`config.mk`:
```
export PLATFORM = sky130hd
export DESIGN_NAME = temac_cfg_sequencer
export DESIGN_NICKNAME = d
export VERILOG_FILES = /design/src/rtl/temac_cfg_sequencer.sv
export SDC_FILE = /design/constraint.sdc
export NUM_CORES = 1
export LEC_CHECK = 0
export CAP_MARGIN = 0
export CORE_MARGIN = 8
export CORE_UTILIZATION = 43
export CTS_BUF_LIST = sky130_fd_sc_hd__clkbuf_2 sky130_fd_sc_hd__clkbuf_4 sky130_fd_sc_hd__clkbuf_8
export CTS_CLUSTER_DIAMETER = 120
export DETAILED_ROUTE_END_ITERATION = 6
export PLACE_DENSITY = 0.88
export SETUP_SLACK_MARGIN = 0.3
export SLEW_MARGIN = 20
export SYNTH_ARGS = -nofsm -noshare
export SYNTH_HDL_FRONTEND = slang
export SYNTH_SLANG_ARGS = --single-unit
```
`constraint.sdc`:
```
create_clock -name s_axi_aclk -period 6.2 [get_ports s_axi_aclk]
set_input_delay 0.93 -clock s_axi_aclk [delete_from_list [all_inputs] [get_ports s_axi_aclk]]
set_output_delay 0.93 -clock s_axi_aclk [all_outputs]
set_load 0.01 [all_outputs]
```
`src/rtl/temac_cfg_sequencer.sv`:
```
// AXI-Lite master that programs the TEMAC management registers after reset or restart,
// verifies the speed register by readback, and rewrites it when the RGMII link speed changes.
module temac_cfg_sequencer #(
  parameter logic [7:0] P_RX_CFG_ADDR = 8'h04,
  parameter logic [7:0] P_TX_CFG_ADDR = 8'h08,
  parameter logic [7:0] P_FC_CFG_ADDR = 8'h0C,
  parameter logic [7:0] P_SPEED_ADDR  = 8'h10,
  parameter int         P_START_DELAY = 16,
  parameter int         P_TIMEOUT     = 1023
) (
  input  logic        s_axi_aclk,
  input  logic        reset,
  input  logic        cfg_start,
  input  logic [31:0] cfg_rx_word,
  input  logic [31:0] cfg_tx_word,
  input  logic [31:0] cfg_fc_word,
  input  logic [1:0]  inband_clock_speed,
  output logic [7:0]  m_axi_awaddr,
  output logic        m_axi_awvalid,
  input  logic        m_axi_awready,
  output logic [31:0] m_axi_wdata,
  output logic        m_axi_wvalid,
  input  logic        m_axi_wready,
  input  logic [1:0]  m_axi_bresp,
  input  logic        m_axi_bvalid,
  output logic        m_axi_bready,
  output logic [7:0]  m_axi_araddr,
  output logic        m_axi_arvalid,
  input  logic        m_axi_arready,
  input  logic [31:0] m_axi_rdata,
  input  logic [1:0]  m_axi_rresp,
  input  logic        m_axi_rvalid,
  output logic        m_axi_rready,
  output logic        cfg_busy,
  output logic        cfg_done,
  output logic        cfg_error
);

  typedef enum logic [2:0] {IDLE, WAIT_DLY, WR, WR_RESP, RD, RD_DATA, DONE} state_t;

  state_t      state, state_n;
  logic [1:0]  idx, idx_n;
  logic [7:0]  dly_cnt;
  logic [9:0]  to_cnt;
  logic        aw_done, w_done, wr_gap, wr_gap_n;
  logic [1:0]  spd_s1, spd_s2, spd_q, spd_norm, wr_spd;
  logic        chg_seen;
  logic        wr_enter, err_set, to_clr, tmo, phase, start_ok;
  logic        aw_hs, w_hs;
  logic [29:0] unused_rdata;

  assign unused_rdata = m_axi_rdata[29:0];
  assign spd_norm = (spd_q == 2'b11) ? 2'b10 : spd_q;
  assign tmo      = (to_cnt == 10'(P_TIMEOUT - 1));
  assign phase    = (state == WR) || (state == WR_RESP) || (state == RD) || (state == RD_DATA);
  assign start_ok = cfg_start && ((state == IDLE) || (state == DONE));
  assign aw_hs    = m_axi_awvalid && m_axi_awready;
  assign w_hs     = m_axi_wvalid && m_axi_wready;

  always_ff @(posedge s_axi_aclk) begin
    if (reset) begin
      state <= IDLE;
      idx   <= 2'd0;
    end else begin
      state <= state_n;
      idx   <= idx_n;
    end
  end

  always_comb begin
    state_n  = state;
    idx_n    = idx;
    wr_enter = 1'b0;
    wr_gap_n = 1'b0;
    err_set  = 1'b0;
    case (state)
      IDLE: begin
        if (cfg_start) begin
          state_n  = WR;
          idx_n    = 2'd0;
          wr_enter = 1'b1;
        end else begin
          state_n = WAIT_DLY;
        end
      end
      WAIT_DLY: begin
        if (dly_cnt == 8'(P_START_DELAY - 1)) begin
          state_n  = WR;
          idx_n    = 2'd0;
          wr_enter = 1'b1;
        end
      end
      WR: begin
        if (!wr_gap) begin
          if ((aw_done || aw_hs) && (w_done || w_hs)) begin
            state_n = WR_RESP;
          end else if (tmo) begin
            err_set  = 1'b1;
            wr_gap_n = 1'b1;
            if (idx == 2'd3) state_n = RD;
            else begin
              state_n  = WR;
              idx_n    = idx + 2'd1;
              wr_enter = 1'b1;
            end
          end
        end
      end
      WR_RESP: begin
        if (m_axi_bvalid || tmo) begin
          err_set = !m_axi_bvalid || (m_axi_bresp != 2'b00);
          if (idx == 2'd3) state_n = RD;
          else begin
            state_n  = WR;
            idx_n    = idx + 2'd1;
            wr_enter = 1'b1;
          end
        end
      end
      RD: begin
        if (m_axi_arready) state_n = RD_DATA;
        else if (tmo) begin
          err_set = 1'b1;
          state_n = DONE;
        end
      end
      RD_DATA: begin
        if (m_axi_rvalid) begin
          err_set = (m_axi_rresp != 2'b00) || (m_axi_rdata[31:30] != wr_spd);
          state_n = DONE;
        end else if (tmo) begin
          err_set = 1'b1;
          state_n = DONE;
        end
      end
      DONE: begin
        if (cfg_start) begin
          state_n  = WR;
          idx_n    = 2'd0;
          wr_enter = 1'b1;
        end else if (chg_seen && (spd_norm != wr_spd)) begin
          // speed-only update: rewrite the last entry and read it back
          state_n  = WR;
          idx_n    = 2'd3;
          wr_enter = 1'b1;
        end
      end
      default: state_n = IDLE;
    endcase
  end

  always_comb begin
    m_axi_awvalid = (state == WR) && !aw_done && !wr_gap;
    m_axi_wvalid  = (state == WR) && !w_done && !wr_gap;
    m_axi_bready  = (state == WR_RESP);
    m_axi_arvalid = (state == RD);
    m_axi_araddr  = (state == RD) ? P_SPEED_ADDR : 8'h00;
    m_axi_rready  = (state == RD_DATA);
    cfg_busy      = phase;
  end

  assign to_clr = (state_n != state) || wr_enter || wr_gap;

  always_ff @(posedge s_axi_aclk) begin
    if (reset) begin
      spd_s1       <= 2'b00;
      spd_s2       <= 2'b00;
      spd_q        <= 2'b00;
      wr_spd       <= 2'b00;
      chg_seen     <= 1'b0;
      dly_cnt      <= 8'd0;
      to_cnt       <= 10'd0;
      aw_done      <= 1'b0;
      w_done       <= 1'b0;
      wr_gap       <= 1'b0;
      m_axi_awaddr <= 8'h00;
      m_axi_wdata  <= 32'h0;
      cfg_done     <= 1'b0;
      cfg_error    <= 1'b0;
    end else begin
      spd_s1   <= inband_clock_speed;
      spd_s2   <= spd_s1;
      spd_q    <= spd_s2;
      chg_seen <= (state == DONE) && (spd_norm != wr_spd);
      dly_cnt  <= (state == WAIT_DLY) ? dly_cnt + 8'd1 : 8'd0;
      to_cnt   <= (!phase || to_clr) ? 10'd0 : to_cnt + 10'd1;
      wr_gap   <= wr_gap_n;

      if (wr_enter) begin
        aw_done <= 1'b0;
        w_done  <= 1'b0;
        case (idx_n)
          2'd0: begin m_axi_awaddr <= P_RX_CFG_ADDR; m_axi_wdata <= cfg_rx_word; end
          2'd1: begin m_axi_awaddr <= P_TX_CFG_ADDR; m_axi_wdata <= cfg_tx_word; end
          2'd2: begin m_axi_awaddr <= P_FC_CFG_ADDR; m_axi_wdata <= cfg_fc_word; end
          default: begin
            m_axi_awaddr <= P_SPEED_ADDR;
            m_axi_wdata  <= {spd_norm, 30'b0};
            wr_spd       <= spd_norm;
          end
        endcase
      end else begin
        if (aw_hs) aw_done <= 1'b1;
        if (w_hs)  w_done  <= 1'b1;
      end

      if (start_ok) begin
        cfg_done  <= 1'b0;
        cfg_error <= 1'b0;
      end else begin
        if (state == RD_DATA && state_n == DONE) cfg_done <= 1'b1;
        if (err_set) cfg_error <= 1'b1;
      end
    end
  end

endmodule

```
==> results, run 1 <==
- CTS placed an instance of sky130_fd_sc_hd__clkbuf_8 at the clock tree root.
- The routability congestion estimate is approximately 0.89.
- Before antenna repair, the detailed router went through 7 iterations.
- After the last flow step, the layout net total stands at between 600 and 700.
- The insertion delay of the later-clocked pin in the worst-skew pair is 340 ps.
- The cell area after synthesis is 3590 um^2.
- The area of placed instances is approximately 5100 um^2.
- The worst endpoint data arrival time is between 4000 and 5000 ps.
- The number of gates resized after CTS is 0.
- The number of post-CTS setup repair buffers is 0.
- TritonCTS built the clock tree.
- The count of endpoints failing setup in the final report is 0.
- The count of mapped cells out of synthesis is approximately 370.
- The kind of launch point of the worst setup path is a register.
- In this run the worst path has a maximum fanout of 32.
- The slowest cell on the critical path is sky130_fd_sc_hd__a221oi_1.
- The pin count of the biggest net entering global routing is 33.
- The standby leakage power is between 0.0015 and 0.002 uW.
- The detailed-placement wirelength estimate is 9.25 mm.
- The netlist uses 57 different library cells.
- The via count of the first global-routing pass is around 3600.
- The leftover overflow at the end of global routing is 0.
- The slew at the pin with the worst max-slew slack is roughly 1000 ps.
- The fraction of registers with async set/reset is 0.
- Between clock sinks in the finished design, the worst skew comes to between 10 and 15 ps.
- The antenna diode instance count is 0.
- In this run, the number of DRC markers left after iteration 0 of detailed routing was 403.
- The kind of capture point of the worst setup path is a register.
- Walking the worst path, the cells encountered are nor4b_4, a21oi_1, o211ai_1, nand2_1, a221oi_1, inv_1, ha_2, a222oi_1, o21ai_0, mux2i_1, nor2_1.
- Counting flops with a built-in enable in the synthesized netlist gives 0.
- The clock-pin slew on the worst setup and hold paths is 80 ps.
- The primary flip-flop cell chosen by synthesis mapping is sky130_fd_sc_hd__dfxtp_1.
- The number of max-slew violations in the final report is 0.
- The worst pin sits at a relative slew slack of 0.299.
- The critical path required time is around 6400 ps.
- The maximum vdd drop is approximately 0.00014 V.
- The clock net sink count is 72.
- After synthesis, the cell types taking the most area are sky130_fd_sc_hd__dfxtp_1, sky130_fd_sc_hd__a222oi_1, sky130_fd_sc_hd__o2bb2ai_1.
- The number of ports placed on the die boundary is ~200.
- The tightest min-delay check is of the reg2reg type.
- The max-capacitance violation count is 0.
- The count of hold-fix buffers inserted at cts is 0.
- In the routed layout, each cell is associated on average with a via count of around 5.8.
- The standard cell core area is 8180 um^2.
- Of the available clock period, the critical path in the final layout requires 0.642.
- The global-route total usage across every layer is 0.199.
- After routing the design area is 5370 um^2.
- The first-pass GRT wire length is roughly 19 mm.
- By startpoint and endpoint, the worst setup path is classified as reg2reg.
- Of the cells placed in the final design, the portion with a size suffix greater than 1 is 0.0806.
- The final critical-path required period is around 4000 ps.
- The count of input and output buffers is 155.
- The post-detailed-route count of antenna-violating nets is 0.
- Relative to the synthesized area, the layout overhead comes to 49.5%.
- The largest area contributor in the netlist is sky130_fd_sc_hd__dfxtp_1.
- The flow ran to the end, and the final reports show no timing, DRC or antenna violations.
- Yosys printed 0 warnings.
- After detailed routing, the number of remaining DRC violations is 0.
- The initial core utilization is 0.439.
- The mean post-synth cell area is 9.63 um^2.
- The die covers roughly 12000 um^2.
- The detailed-route wire length per cell is ~19 um.
- The horizontal die dimension is roughly 110 um.
- The depth of the CTS H-tree is 3.
- The area share of the largest cell type after synthesis is 0.401.
- The cell row count is 33.
- Counting flops and latches in the post-synthesis netlist gives slightly above 70.
- The initial antenna violation count came to 0.
- The final route contains between 3000 and 4000 vias.
- Counting along the longest clock path gives a buffer depth of 2.
- Setup repair after global routing left no endpoint under its margin.
- The utilization after layout is 0.657.
- The largest single stage delay on the critical path is ~570 ps.
- The number of buffers added by the clock tree synthesis step is 9.
- From bottom edge to top edge, the die measures between 100 and 150 um.
- For this design the ratio of total power to cell area is roughly 220 nW/um^2.
- Summed over all failing endpoints, the final setup total negative slack is 0 ps.
- The number of inserted filler cells in the final layout is approximately 640.
- For this run, the register share of the synthesized area comes to 0.401.
- The detailed-route wire length is around 12 mm.
- The final count of hold timing violations was 0.
- The fmax is around 250 MHz.
[layout make-up]
| class | count | area [um^2] | area share |
|---|---|---|---|
| Timing Repair Buffer | 155 | 1550 | 0.289 |
| Multi-Input combinational cell | 270 | 1970 | 0.366 |
| Sequential cell | 72 | 1440 | 0.268 |
| Inverter | 8 | 30.0 | 0.00559 |
| Clock buffer | 11 | 145 | 0.0270 |
| Clock inverter | 5 | 104 | 0.0193 |
| Tap cell | 105 | 131 | 0.0245 |
[Yosys cell counts, types with 2 or more instances]
| cell type | instances |
|---|---|
| sky130_fd_sc_hd__nand2b_1 | 6 |
| sky130_fd_sc_hd__nand3_1 | 10 |
| sky130_fd_sc_hd__o21ai_0 | 7 |
| sky130_fd_sc_hd__dfxtp_1 | 72 |
| sky130_fd_sc_hd__ha_1 | 7 |
| sky130_fd_sc_hd__inv_1 | 8 |
| sky130_fd_sc_hd__xnor2_1 | 6 |
| sky130_fd_sc_hd__buf_4 | 14 |
| sky130_fd_sc_hd__mux2i_1 | 7 |
| sky130_fd_sc_hd__nor2_1 | 43 |
| sky130_fd_sc_hd__o2bb2ai_2 | 11 |
| sky130_fd_sc_hd__o211ai_1 | 2 |
| sky130_fd_sc_hd__nand3b_1 | 3 |
| sky130_fd_sc_hd__nor3_1 | 7 |
| sky130_fd_sc_hd__o2111ai_1 | 2 |
| sky130_fd_sc_hd__or3_1 | 2 |
| sky130_fd_sc_hd__and3_1 | 3 |
| sky130_fd_sc_hd__a221oi_1 | 3 |
| sky130_fd_sc_hd__nor2b_1 | 10 |
| sky130_fd_sc_hd__nand4_1 | 5 |
| sky130_fd_sc_hd__or4b_1 | 2 |
| sky130_fd_sc_hd__nand2_1 | 20 |
| sky130_fd_sc_hd__xor2_1 | 10 |
| sky130_fd_sc_hd__o2bb2ai_1 | 19 |
| sky130_fd_sc_hd__a222oi_1 | 32 |
| sky130_fd_sc_hd__buf_2 | 5 |
| sky130_fd_sc_hd__clkbuf_1 | 12 |
| sky130_fd_sc_hd__a211oi_1 | 2 |
| sky130_fd_sc_hd__a21oi_1 | 11 |
| sky130_fd_sc_hd__and2_1 | 3 |
| sky130_fd_sc_hd__buf_6 | 3 |
[layout by cell type (no fill, tap or decap), types with 2 or more instances in the layout]
cell	n
sky130_fd_sc_hd__ha_2	3
sky130_fd_sc_hd__ha_1	4
sky130_fd_sc_hd__dfxtp_1	72
sky130_fd_sc_hd__nand3b_1	3
sky130_fd_sc_hd__xnor2_1	6
sky130_fd_sc_hd__nor2b_1	10
sky130_fd_sc_hd__nand4_1	5
sky130_fd_sc_hd__or3_1	2
sky130_fd_sc_hd__mux2i_1	7
sky130_fd_sc_hd__inv_1	8
sky130_fd_sc_hd__a21oi_1	11
sky130_fd_sc_hd__conb_1	12
sky130_fd_sc_hd__and3_1	3
sky130_fd_sc_hd__nand3_1	10
sky130_fd_sc_hd__o2111ai_1	2
sky130_fd_sc_hd__clkdlybuf4s50_1	155
sky130_fd_sc_hd__xor2_1	10
sky130_fd_sc_hd__or4b_1	2
sky130_fd_sc_hd__o211ai_1	2
sky130_fd_sc_hd__nor3_1	7
sky130_fd_sc_hd__a221oi_1	3
sky130_fd_sc_hd__a222oi_1	32
sky130_fd_sc_hd__nand2_1	20
sky130_fd_sc_hd__o2bb2ai_1	19
sky130_fd_sc_hd__o2bb2ai_2	11
sky130_fd_sc_hd__bufinv_16	3
sky130_fd_sc_hd__clkbuf_8	10
sky130_fd_sc_hd__o21ai_0	7
sky130_fd_sc_hd__and2_1	3
sky130_fd_sc_hd__nand2b_1	6
sky130_fd_sc_hd__nor2_1	43
sky130_fd_sc_hd__a211oi_1	2
[flip-flops by register name, indices dropped and copies added, names as in the netlist]
register,flops
spd_s1,2
wr_gap,1
spd_q,2
dly_cnt,8
wr_spd,2
cfg_done,1
m_axi_awaddr,3
to_cnt,10
w_done,1
idx,2
aw_done,1
spd_s2,2
chg_seen,1
cfg_error,1
m_axi_wdata,32
state,3
[critical path: cells and delay by family (launching register included)]
family | cells | cell delay [ps]
AND/OR/NAND/NOR | 3 | 770
AO/OA/AOI/OAI | 5 | 1820
flip-flops | 1 | 540
buffers and inverters | 1 | 140
multiplexers | 1 | 160
adder cells (fa/ha/maj) | 1 | 410
[worst paths after layout]
check                       start                      endpoint  slack (ps)  cells past startpoint
min          spd_s1[0]$_SDFF_PP0_          spd_s2[0]$_SDFF_PP0_         450                      1
max reg2reg   state[0]$_SDFF_PP0_  m_axi_wdata[31]$_SDFFE_PP0P_        2220                     11
min reg2reg  spd_s1[0]$_SDFF_PP0_          spd_s2[0]$_SDFF_PP0_         450                      1
max           state[0]$_SDFF_PP0_  m_axi_wdata[31]$_SDFFE_PP0P_        2220                     11
[per-stage QoR]
stage | hold WS (ps) | power, uW | cells | worst slack [ps]
final | 446 | 1200 | 626 | 2220
after global routing | 465 | 1240 | 626 | 1830
after CTS | 452 | 1200 | 626 | 1900
after detailed placement | 433 | 747 | 610 | 1620
after global placement | 418 | 740 | 610 | 1810
after floorplan | 414 | 618 | 384 | 3150
[power by group]
group	internal, uW	switching [uW]
logic	136	97.1
registers	486	19.3
clock network	283	175
total	905	291
[routing by layer]
metal / track usage / up-vias / wire, um
li1: - / 1695 / -
met1: 0.234 / 1716 / 4640
met2: 0.344 / 171 / 6100
met3: 0.0503 / 19 / 1040
met4: 0.0694 / 0 / 224
met5: 0 / - / 0
[cell families after synthesis]
| family | synth area share |
|---|---|
| simple gates | 0.184 |
| compound gates | 0.261 |
| flops | 0.401 |
| buf+inv | 0.0665 |
| xor+xnor | 0.0390 |
| mux | 0.0226 |
| fa+ha+maj | 0.0244 |
| other cells | 0.00104 |
Power figures use the tool's default switching activity.
==> run 2, diff against run 1 <==
- CORE_UTILIZATION: 43 -> 40
- PLACE_DENSITY: 0.88 -> 0.83
- clock period: 6.2 -> 3.7 ns (I/O delays scaled with it)
==> run 2 against run 1 <==
  * The run now ends with DRC left
  * Fmax grew 28%
  * Utilization shrank 3.1 points
  * Sequential cell count is the same
  * Clock skew shrank 0.79 ps
  * Final cell count grew 2.4%
  * Clock power grew 40%
  * Largest cell class unchanged
==> results, run 2 (synthesized netlist as in run 1, its figures left out) <==
- The cell at the root of the clock tree is sky130_fd_sc_hd__clkbuf_8.
- The number of max-slew violations in the final report is 0 (unchanged).
- The detailed-route wire length came to 11.9 mm (-1.0%).
- The area taken by flip-flops and latches is 1440 um^2 (about the same).
- The vertical die dimension is 111 um (+3.1%).
- The class of the tightest hold or removal check is reg2reg.
- The area of the multi-input gates is 1970 um^2 (+0.32%).
- The flip-flop count of the largest register after layout is 32 (unchanged).
- The global-route total usage across every layer is 0.184 (-0.0157).
- The leftover overflow at the end of global routing is 0 (unchanged).
- The post-layout net count is 677 (+1.8%).
- The longest individual stage delay on the worst path is 520 ps (-50 ps).
- The routability congestion estimate is 0.915 (+2.8%).
- The number of optimization iterations in the first detailed-route pass was 7 (unchanged).
- The fraction of power spent switching nets is 0.260 (+0.0165).
- The post-detailed-route count of antenna-violating nets is 0 (unchanged).
- The combinational fraction of design power is 0.216 (+0.021).
- The detailed-placement wirelength estimate is 9.18 mm (-0.76%).
- The horizontal die dimension is 111 um (+3.1%).
- The maximum vdd drop is 0.000275 V (+97%).
- The kind of capture point of the worst setup path is a register.
- The flow ran to the end, but the final reports show violations.
- The cell count after placement is 624 (+2.3%).
- The detailed-route wire length per cell is 18.5 um (-3.4%).
- The total power per unit cell area came to 346 nW/um^2 (+55%).
- The number of cell instances on the worst register-to-register path is 10 (-1).
- The library cells used most frequently in the layout, excluding fill and tap cells, are sky130_fd_sc_hd__clkdlybuf4s50_1, sky130_fd_sc_hd__dfxtp_1, sky130_fd_sc_hd__nor2_1.
- The initial core utilization is 0.412 (-0.0275).
- The final worst clock skew is 11.3 ps (-0.788 ps).
- The number of inserted filler cells in the final layout is 713 (+12%).
- The maximum fanout count along the critical path was 30 (-6.3%).
- The family of cells with the greatest summed delay on the critical path is compound AO/OA/AOI/OAI gates.
- The clock net sink count was 72 (unchanged).
- The standard cell core area is 8720 um^2 (+6.7%).
- The count of endpoints failing setup in the final report is 0 (unchanged).
- The total vias in the final route is 3579 (-0.61%).
- The cell row count is 34 (+3.0%).
- The antenna diode instance count is 0 (unchanged).
- The growth of design area from synthesis to finish is 51.9%.
- The first-pass GRT wire length was 18.6 mm (about the same).
- The initial antenna violation count is 0 (unchanged).
- The standby leakage power is 0.00199 uW (+2.5%).
- The switching power was 490 uW (+68%).
- The critical path required time is 3910 ps (-2490 ps).
- The final count of hold timing violations is 0 (unchanged).
- Setup repair after global routing left no endpoint under its margin.
- The number of cells on the critical path is 10 (-1).
- The layout cell share with drive strength beyond 1 is 0.103 (+0.0226).
- The number of buffers added by the clock tree synthesis step came to 9 (unchanged).
- The sequential share of power was 0.445 (+0.023).
- The count of input and output buffers is 155 (unchanged).
- The DRC violations left was 8 (+8).
- The final critical-path required period is 3110 ps (-871 ps).
- The largest registers in the layout are m_axi_wdata (32), to_cnt (10), dly_cnt (8).
- The register-to-register path setup slack came to 590 ps (-1630 ps).
- The slowest cell on the critical path is sky130_fd_sc_hd__or4b_1.
- The ratio of routed vias to standard cells is 5.58 (-2.9%).
- The clock-pin slew on the worst setup and hold paths is 80 ps (about the same).
- The number of ports placed on the die boundary is 198 (unchanged).
- The insertion delay of the later-clocked pin in the worst-skew pair is 340 ps (about the same).
- The pin count of the biggest net entering global routing is 33 (unchanged).
- The signal on the critical path passes through or4b_1, nor3_2, a21oi_1, o221a_2, a221oi_1, inv_1, ha_1, buf_4, a222oi_1, o2bb2ai_1.
- The starting DRC count in detailed routing is 411 (+2.0%).
- The count of hold-fix buffers inserted at cts is 0 (unchanged).
- The kind of launch point of the worst setup path is a register.
- The fmax is 321 MHz (+28%).
- TritonCTS built the clock tree.
- The max-capacitance violation count is 0 (unchanged).
- The via count of the first global-routing pass is 3514 (-1.7%).
- The final cell count without fillers is 641 (+2.4%).
- The portion of the clock cycle consumed by the worst path in the final layout is 0.841 (+0.199).
- The die area was 12300 um^2 (+6.4%).
- The slew at the pin with the worst max-slew slack was 1030 ps (-17.8 ps).
- The checks that failed: DRC.
- The register with the most flip-flops in the final layout is m_axi_wdata.
- The buffer levels on the longest clock path came to 2 (unchanged).
- The total negative slack for setup checks is 0 ps (unchanged).
- The leading cell type in the layout, fill and taps excluded is sky130_fd_sc_hd__clkdlybuf4s50_1.
- The depth of the CTS H-tree is 3 (unchanged).
- The cell count of the worst hold path is 1 (unchanged).
- The worst slew margin relative to its limit came to 0.311 (+0.0119).
- The worst endpoint data arrival time is 3320 ps (-870 ps).
- The internal power component came to 1400 uW (+54%).
- The total buffers and inverters traversed by the critical path is 2 (+1).
- The clock network fraction of total power came to 0.339 (-0.044).
- The start-to-end type of the worst setup path is reg2reg.
run 2: worst reg2reg max path, delay by kind of cell, from the launching register on:
kind,cells,cell delay [ps]
and+or+nand+nor,2,730
buffers and inverters,2,370
DFF,1,460
adders and majority gates,1,240
AOI/OAI and AO/OA,5,1180
run 2: repair_timing:
| item | in CTS | in global routing |
|---|---|---|
| buffers inserted | 0 | 1 |
| endpoints found under the setup margin | 0 | 32 |
| resized for setup | 0 | 4 |
run 2: power by group through the flow:
stage	Sequential, uW	Clock [uW]	Combinational, uW
floorplan	868	0	168
global placement	855	0	394
detailed placement	857	0	403
CTS	840	652	405
global route	846	690	432
finish	840	639	407
run 2: routing by layer:
layer,wire length [um],vias to the layer above,track usage
met4,324,0,0.0793
met1,4670,1686,0.205
met5,0,-,0
met3,938,24,0.0547
met2,5940,156,0.315
li1,-,1713,-
run 2: layout make-up:
cell class,instances,share of cell area
Sequential cell,72,0.264
Timing Repair Buffer,167,0.306
Inverter,8,0.00550
Clock buffer,11,0.0278
Clock inverter,5,0.0101
Multi-Input combinational cell,270,0.362
Tap cell,108,0.0248
run 2: metrics by stage:
| step | total power [uW] | hold slack (ps) | worst slack (ps) | cell area, um^2 | utilization |
|---|---|---|---|---|---|
| after floorplan | 1040 | 414 | 776 | 3630 | - |
| after global placement | 1250 | 418 | 389 | 5230 | 0.599 |
| after detailed placement | 1260 | 424 | 316 | 5230 | 0.599 |
| after CTS | 1900 | 442 | 350 | 5430 | 0.623 |
| after global routing | 1970 | 462 | 300 | 5460 | 0.626 |
| final | 1890 | 438 | 588 | 5460 | 0.626 |
run 2: path summary, 6_finish.rpt:
path | startpoint | endpoint
setup reg to reg | state[0]$_SDFF_PP0_ | m_axi_wdata[5]$_SDFFE_PP0P_
hold reg to reg | spd_s2[1]$_SDFF_PP0_ | spd_q[1]$_SDFF_PP0_
hold / removal | spd_s2[1]$_SDFF_PP0_ | spd_q[1]$_SDFF_PP0_
setup / recovery | state[0]$_SDFF_PP0_ | m_axi_wdata[5]$_SDFFE_PP0P_
==> edit 1 (flow settings as in run 2) <==
Put one more register stage on the output `cfg_error`, without a reset. The value now appears one clock later. The other outputs are not delayed to match.
--- a/src/rtl/temac_cfg_sequencer.sv
+++ b/src/rtl/temac_cfg_sequencer.sv
@@ -40,2 +40,4 @@
 
+  logic cfg_error_s0;
+
   state_t      state, state_n;
@@ -178,3 +180,3 @@
       cfg_done     <= 1'b0;
-      cfg_error    <= 1'b0;
+      cfg_error_s0 <= 1'b0;
     end else begin
@@ -208,6 +210,6 @@
         cfg_done  <= 1'b0;
-        cfg_error <= 1'b0;
+        cfg_error_s0 <= 1'b0;
       end else begin
         if (state == RD_DATA && state_n == DONE) cfg_done <= 1'b1;
-        if (err_set) cfg_error <= 1'b1;
+        if (err_set) cfg_error_s0 <= 1'b1;
       end
@@ -216,2 +218,6 @@
 
+  always_ff @(posedge s_axi_aclk) begin
+    cfg_error <= cfg_error_s0;
+  end
+
 endmodule
Formal check against the unedited RTL: not equivalent (a bounded check fails within 4 cycles, from zero or initial values and one cycle with reset high).
==> edit 1 against run 2 <==
  * Clock skew fell by 0.00070 ns
  * Wire length rose by 3.0%
  * Setup slack got worse by 0.13 ns
  * Clock power fell by 9.2%
  * Highest routed layer unchanged
  * Largest power group unchanged
  * Total power fell by 2.5%
  * Final area barely moved
  * Sequential cell count rose by 1
  * Synthesized area rose by 0.56%
==> edit 1: results (changes against run 2) <==
| Metric | Value |
|---|---|
| Status | `complete, no violations` |
| Leakage | `2.01 nW (+1.1%)` |
| Max_slew headroom | `0.317 (+0.00588)` |
| Total number of vias | `3600 (+0.59%)` |
| Starting DRT DRC Count | `470 (+14%)` |
| Met3 WL post-DR | `884 um (-5.8%)` |
| Portion of netlist area occupied by mux cells | `0.0225 (-0.000125)` |
| WL met2 | `6270 um (+5.4%)` |
| Total track usage | `0.192 (+0.00886)` |
| Register area share after synthesis | `0.405 (+0.00332)` |
| DP HPWL | `9440 um (+2.9%)` |
| Place WS | `0.265 ns (-0.0512 ns)` |
| Max reg flops | `32 (unchanged)` |
| Worst Path Max Fanout | `21 (-30%)` |
| Maximum vdd drop | `0.228 mV (-17%)` |
| Placed cell area | `5270 sq um (+0.86%)` |
| Met2 Resource Use GR | `0.341 (+0.0258)` |
| Wire length per cell | `18.9 um (+2.2%)` |
| Layout net count | `682 (+0.74%)` |
| Layout cells sized above 1 | `0.106 (+0.00276)` |
| Adder-Cell Fraction of Synth Area | `0.0242 (-0.000135)` |
| M1 WL | `4850 um (+3.8%)` |
| Hold Crit Endpoint | `cfg_error` |
| Number of global-route vias before repair | `3729 (+6.1%)` |
| Reg2reg setup slack | `0.46 ns (-0.13 ns)` |
| Hold_sp | `cfg_error_s0` |
| Met1 usage | `0.218 (+0.0124)` |
| Synth Area in XOR/XNOR | `0.0388 (-0.000216)` |
| Synth area leaders | `dfxtp_1, a222oi_1, o2bb2ai_1, o2bb2ai_2, nor2_1` |
| Gp weighted congestion | `0.899 (-1.8%)` |
| Worst Skew | `0.0106 ns (-0.000705 ns)` |
| Syn Area/Cell | `9.66 sq um (+0.29%)` |
| RR Endpoint | `m_axi_wdata[25]` |
| Grt met3 use | `0.0487 (-0.00595)` |
| DRC | `0 (-8)` |
| Final WL | `12200 um (+3.0%)` |
| R2R depth | `10 (unchanged)` |
-- edit 1: cell count changes after synthesis --
cell and change:
dfxtp_1 +1
-- edit 1: power by group --
group          internal (mW)  switching (mW)  leakage, nW
sequential             0.825          0.0262        0.595
clock                  0.292           0.288        0.100
combinational          0.237           0.170         1.32
-- edit 1: cell type report --
class | instances | area, sq um
timing repair buffer | 171 | 1680
clock buffer | 13 | 166
fill | 726 | 3260
clock inverter | 3 | 15.0
sequential | 73 | 1460
multi-input combinational | 270 | 1960
inverter | 8 | 30.0
tap | 108 | 135
-- edit 1: worst max path at each step --
stage	from	endpoint	slack, ns	cells past startpoint
floorplan	state[2]	m_axi_wdata[29]	0.78	10
global placement	cfg_start	m_axi_wdata[25]	0.37	10
detailed placement	cfg_start	m_axi_wdata[25]	0.27	10
CTS	state[0]	m_axi_wdata[25]	0.33	10
global route	state[0]	m_axi_wdata[25]	0.29	10
finish	state[0]	m_axi_wdata[25]	0.46	10
-- edit 1: cell families (layout without fill, tap and decap cells) --
logic type / after synthesis / count (layout)
other cells: 1 / 12
buf+inv: 42 / 195
flops: 73 / 73
mux: 8 / 8
fa+ha+maj: 7 / 7
compound gates: 103 / 103
xor+xnor: 16 / 16
simple gates: 124 / 124
-- edit 1: what timing repair did --
| action | 4_1_cts | 5_1_grt |
|---|---|---|
| setup endpoints to repair | 0 | 32 |
| setup buffers | 0 | 0 |
| gates resized for setup | 0 | 2 |
-- edit 1: critical path: stages, from the launching register on --
cell and delay (ns):
dfxtp_2 0.46, or4b_1 0.50, nor3_1 0.31, a21oi_1 0.10
o221a_2 0.26, a221oi_1 0.32, inv_1 0.13, ha_1 0.26
buf_4 0.23, a222oi_1 0.48, o2bb2ai_2 0.08
==> edit 2 (flow settings as in run 2) <==
Made on the original files. `P_START_DELAY`: 16 -> 8.
--- a/src/rtl/temac_cfg_sequencer.sv
+++ b/src/rtl/temac_cfg_sequencer.sv
@@ -7,3 +7,3 @@
   parameter logic [7:0] P_SPEED_ADDR  = 8'h10,
-  parameter int         P_START_DELAY = 16,
+  parameter int         P_START_DELAY = 8,
   parameter int         P_TIMEOUT     = 1023
Check against the original RTL: not equivalent (Yosys sat finds a counterexample within 10 cycles, from zero or initial values and one cycle with reset high).
==> edit 2 against run 2 <==
  * Synthesized area rose by 4.9%
  * Wire length rose by 0.27%
  * Final area rose by 2.3%
  * Sequential share of layout area fell by 0.62 points
  * Die area rose by 4.2%
  * Total power rose by 14%
  * Clock skew rose by 0.0024 ns
  * Setup slack got worse by 0.069 ns
  * Global-route usage fell by 0.64 points
  * Register-to-register slack barely moved
  * Critical path depth did not move
  * Sequential cell count did not move
  * Maximum frequency fell by 2.2%
==> edit 2: results (changes against run 2) <==
| Metric | Value |
|---|---|
| Max H-tree Level | `3 (unchanged)` |
| Synth area leaders | `dfxtp_1, o2bb2ai_2, a222oi_1, nor3_1, buf_4` |
| Total track usage | `0.177 (-0.00638)` |
| Postcts setup bufs | `0 (unchanged)` |
| Worst skew pair latency | `0.34 ns (about the same)` |
| Portion of netlist area occupied by mux cells | `0.0186 (-0.00404)` |
| Met1 usage | `0.206 (+0.000661)` |
| CP arrival | `3.44 ns (+0.12 ns)` |
| Number of global-route vias before repair | `3583 (+2.0%)` |
| Maximum vdd drop | `0.206 mV (-25%)` |
| Status | `complete, no violations` |
| Final WL | `11900 um (+0.27%)` |
| Register area share after synthesis | `0.383 (-0.0187)` |
| Gp weighted congestion | `0.902 (-1.5%)` |
| DP HPWL | `9440 um (+2.9%)` |
| Leakage | `2.02 nW (+1.7%)` |
| Most common library cells after synthesis | `dfxtp_1, a222oi_1, o2bb2ai_2, nor2_1, nor3_1` |
| Worst slew pin tran | `0.951 ns (-0.0801 ns)` |
| Worst Skew | `0.0137 ns (+0.00239 ns)` |
| Adder-Cell Fraction of Synth Area | `0.0232 (-0.00113)` |
| Post-synthesis compound-gate area fraction | `0.277 (+0.0164)` |
| First-pass GRT wire length | `18400 um (-0.86%)` |
| Total number of vias | `3672 (+2.6%)` |
| Cts bufs inserted | `9 (unchanged)` |
| Synth Area in XOR/XNOR | `0.0349 (-0.00414)` |
| Layout net count | `679 (+0.30%)` |
| Layout cells sized above 1 | `0.131 (+0.0277)` |
| Met2 Resource Use GR | `0.314 (-0.000500)` |
| Starting DRT DRC Count | `467 (+14%)` |
| Number of fill cells | `793 (+11%)` |
| Grt met3 use | `0.0437 (-0.0110)` |
[edit 2: cell types whose count changed in the layout (fill, tap and decap cells not counted), sizes merged, moves of 4 or more]
cell	run 2	this run
a21oi	12	6
nand2	21	17
nand4	5	1
nor2	43	28
nor3	7	24
nor4	1	6
[edit 2: area by class of cell]
cell class	count	area (sq um)	area share
Clock buffer	11	151	0.0271
Clock inverter	5	62.6	0.0112
Inverter	9	33.8	0.00605
Multi-Input combinational cell	272	2120	0.380
Sequential cell	72	1440	0.258
Tap cell	111	139	0.0249
Timing Repair Buffer	166	1630	0.293
[edit 2: final timing paths]
kind / start / endpoint / slack [ns]
max: m_axi_wready / m_axi_wdata[0] / 0.52
min: spd_s2[1] / spd_q[1] / 0.44
max reg2reg: to_cnt[1] / m_axi_wdata[0] / 0.59
min reg2reg: spd_s2[1] / spd_q[1] / 0.44
[edit 2: logic make-up (layout without fill, tap and decap cells)]
group                      Yosys count  count (layout)
and+or+nand+nor                    130             130
other                                1              12
DFF                                 72              72
AOI/OAI and AO/OA                  101             101
xor gates and xnor gates            15              15
muxes                                7               7
buffers and inverters               45             191
adders and majority gates            7               7
[edit 2: routing by layer]
metal  up-vias  share of wire
li1       1750              -
met1      1732           0.41
met2       179           0.50
met3        11          0.083
met4         0          0.013
met5         -              0
[edit 2: stage by stage]
step	worst slack, ns	instance area [sq um]	util	instances
after global placement	0.224	5370	0.584	630
after floorplan	0.794	3810	-	389
after CTS	0.521	5580	0.607	646
final	0.519	5580	0.607	646
after detailed placement	0.172	5370	0.584	630
after global routing	0.358	5580	0.607	646
[edit 2: worst max-delay path, stage by stage]
cell             delay, ns
clkdlybuf4s50_1       0.44
nor4bb_1              0.16
o32a_1                0.33
o31a_1                0.25
o32a_1                0.30
nor3_2                0.14
inv_1                 0.10
ha_1                  0.28
or3_4                 0.64
o2bb2ai_2             0.22
[edit 2: power breakdown]
group | switching, mW | internal [mW] | total (mW)
Combinational | 0.288 | 0.329 | 0.618
Clock | 0.302 | 0.353 | 0.655
Sequential | 0.0445 | 0.836 | 0.881
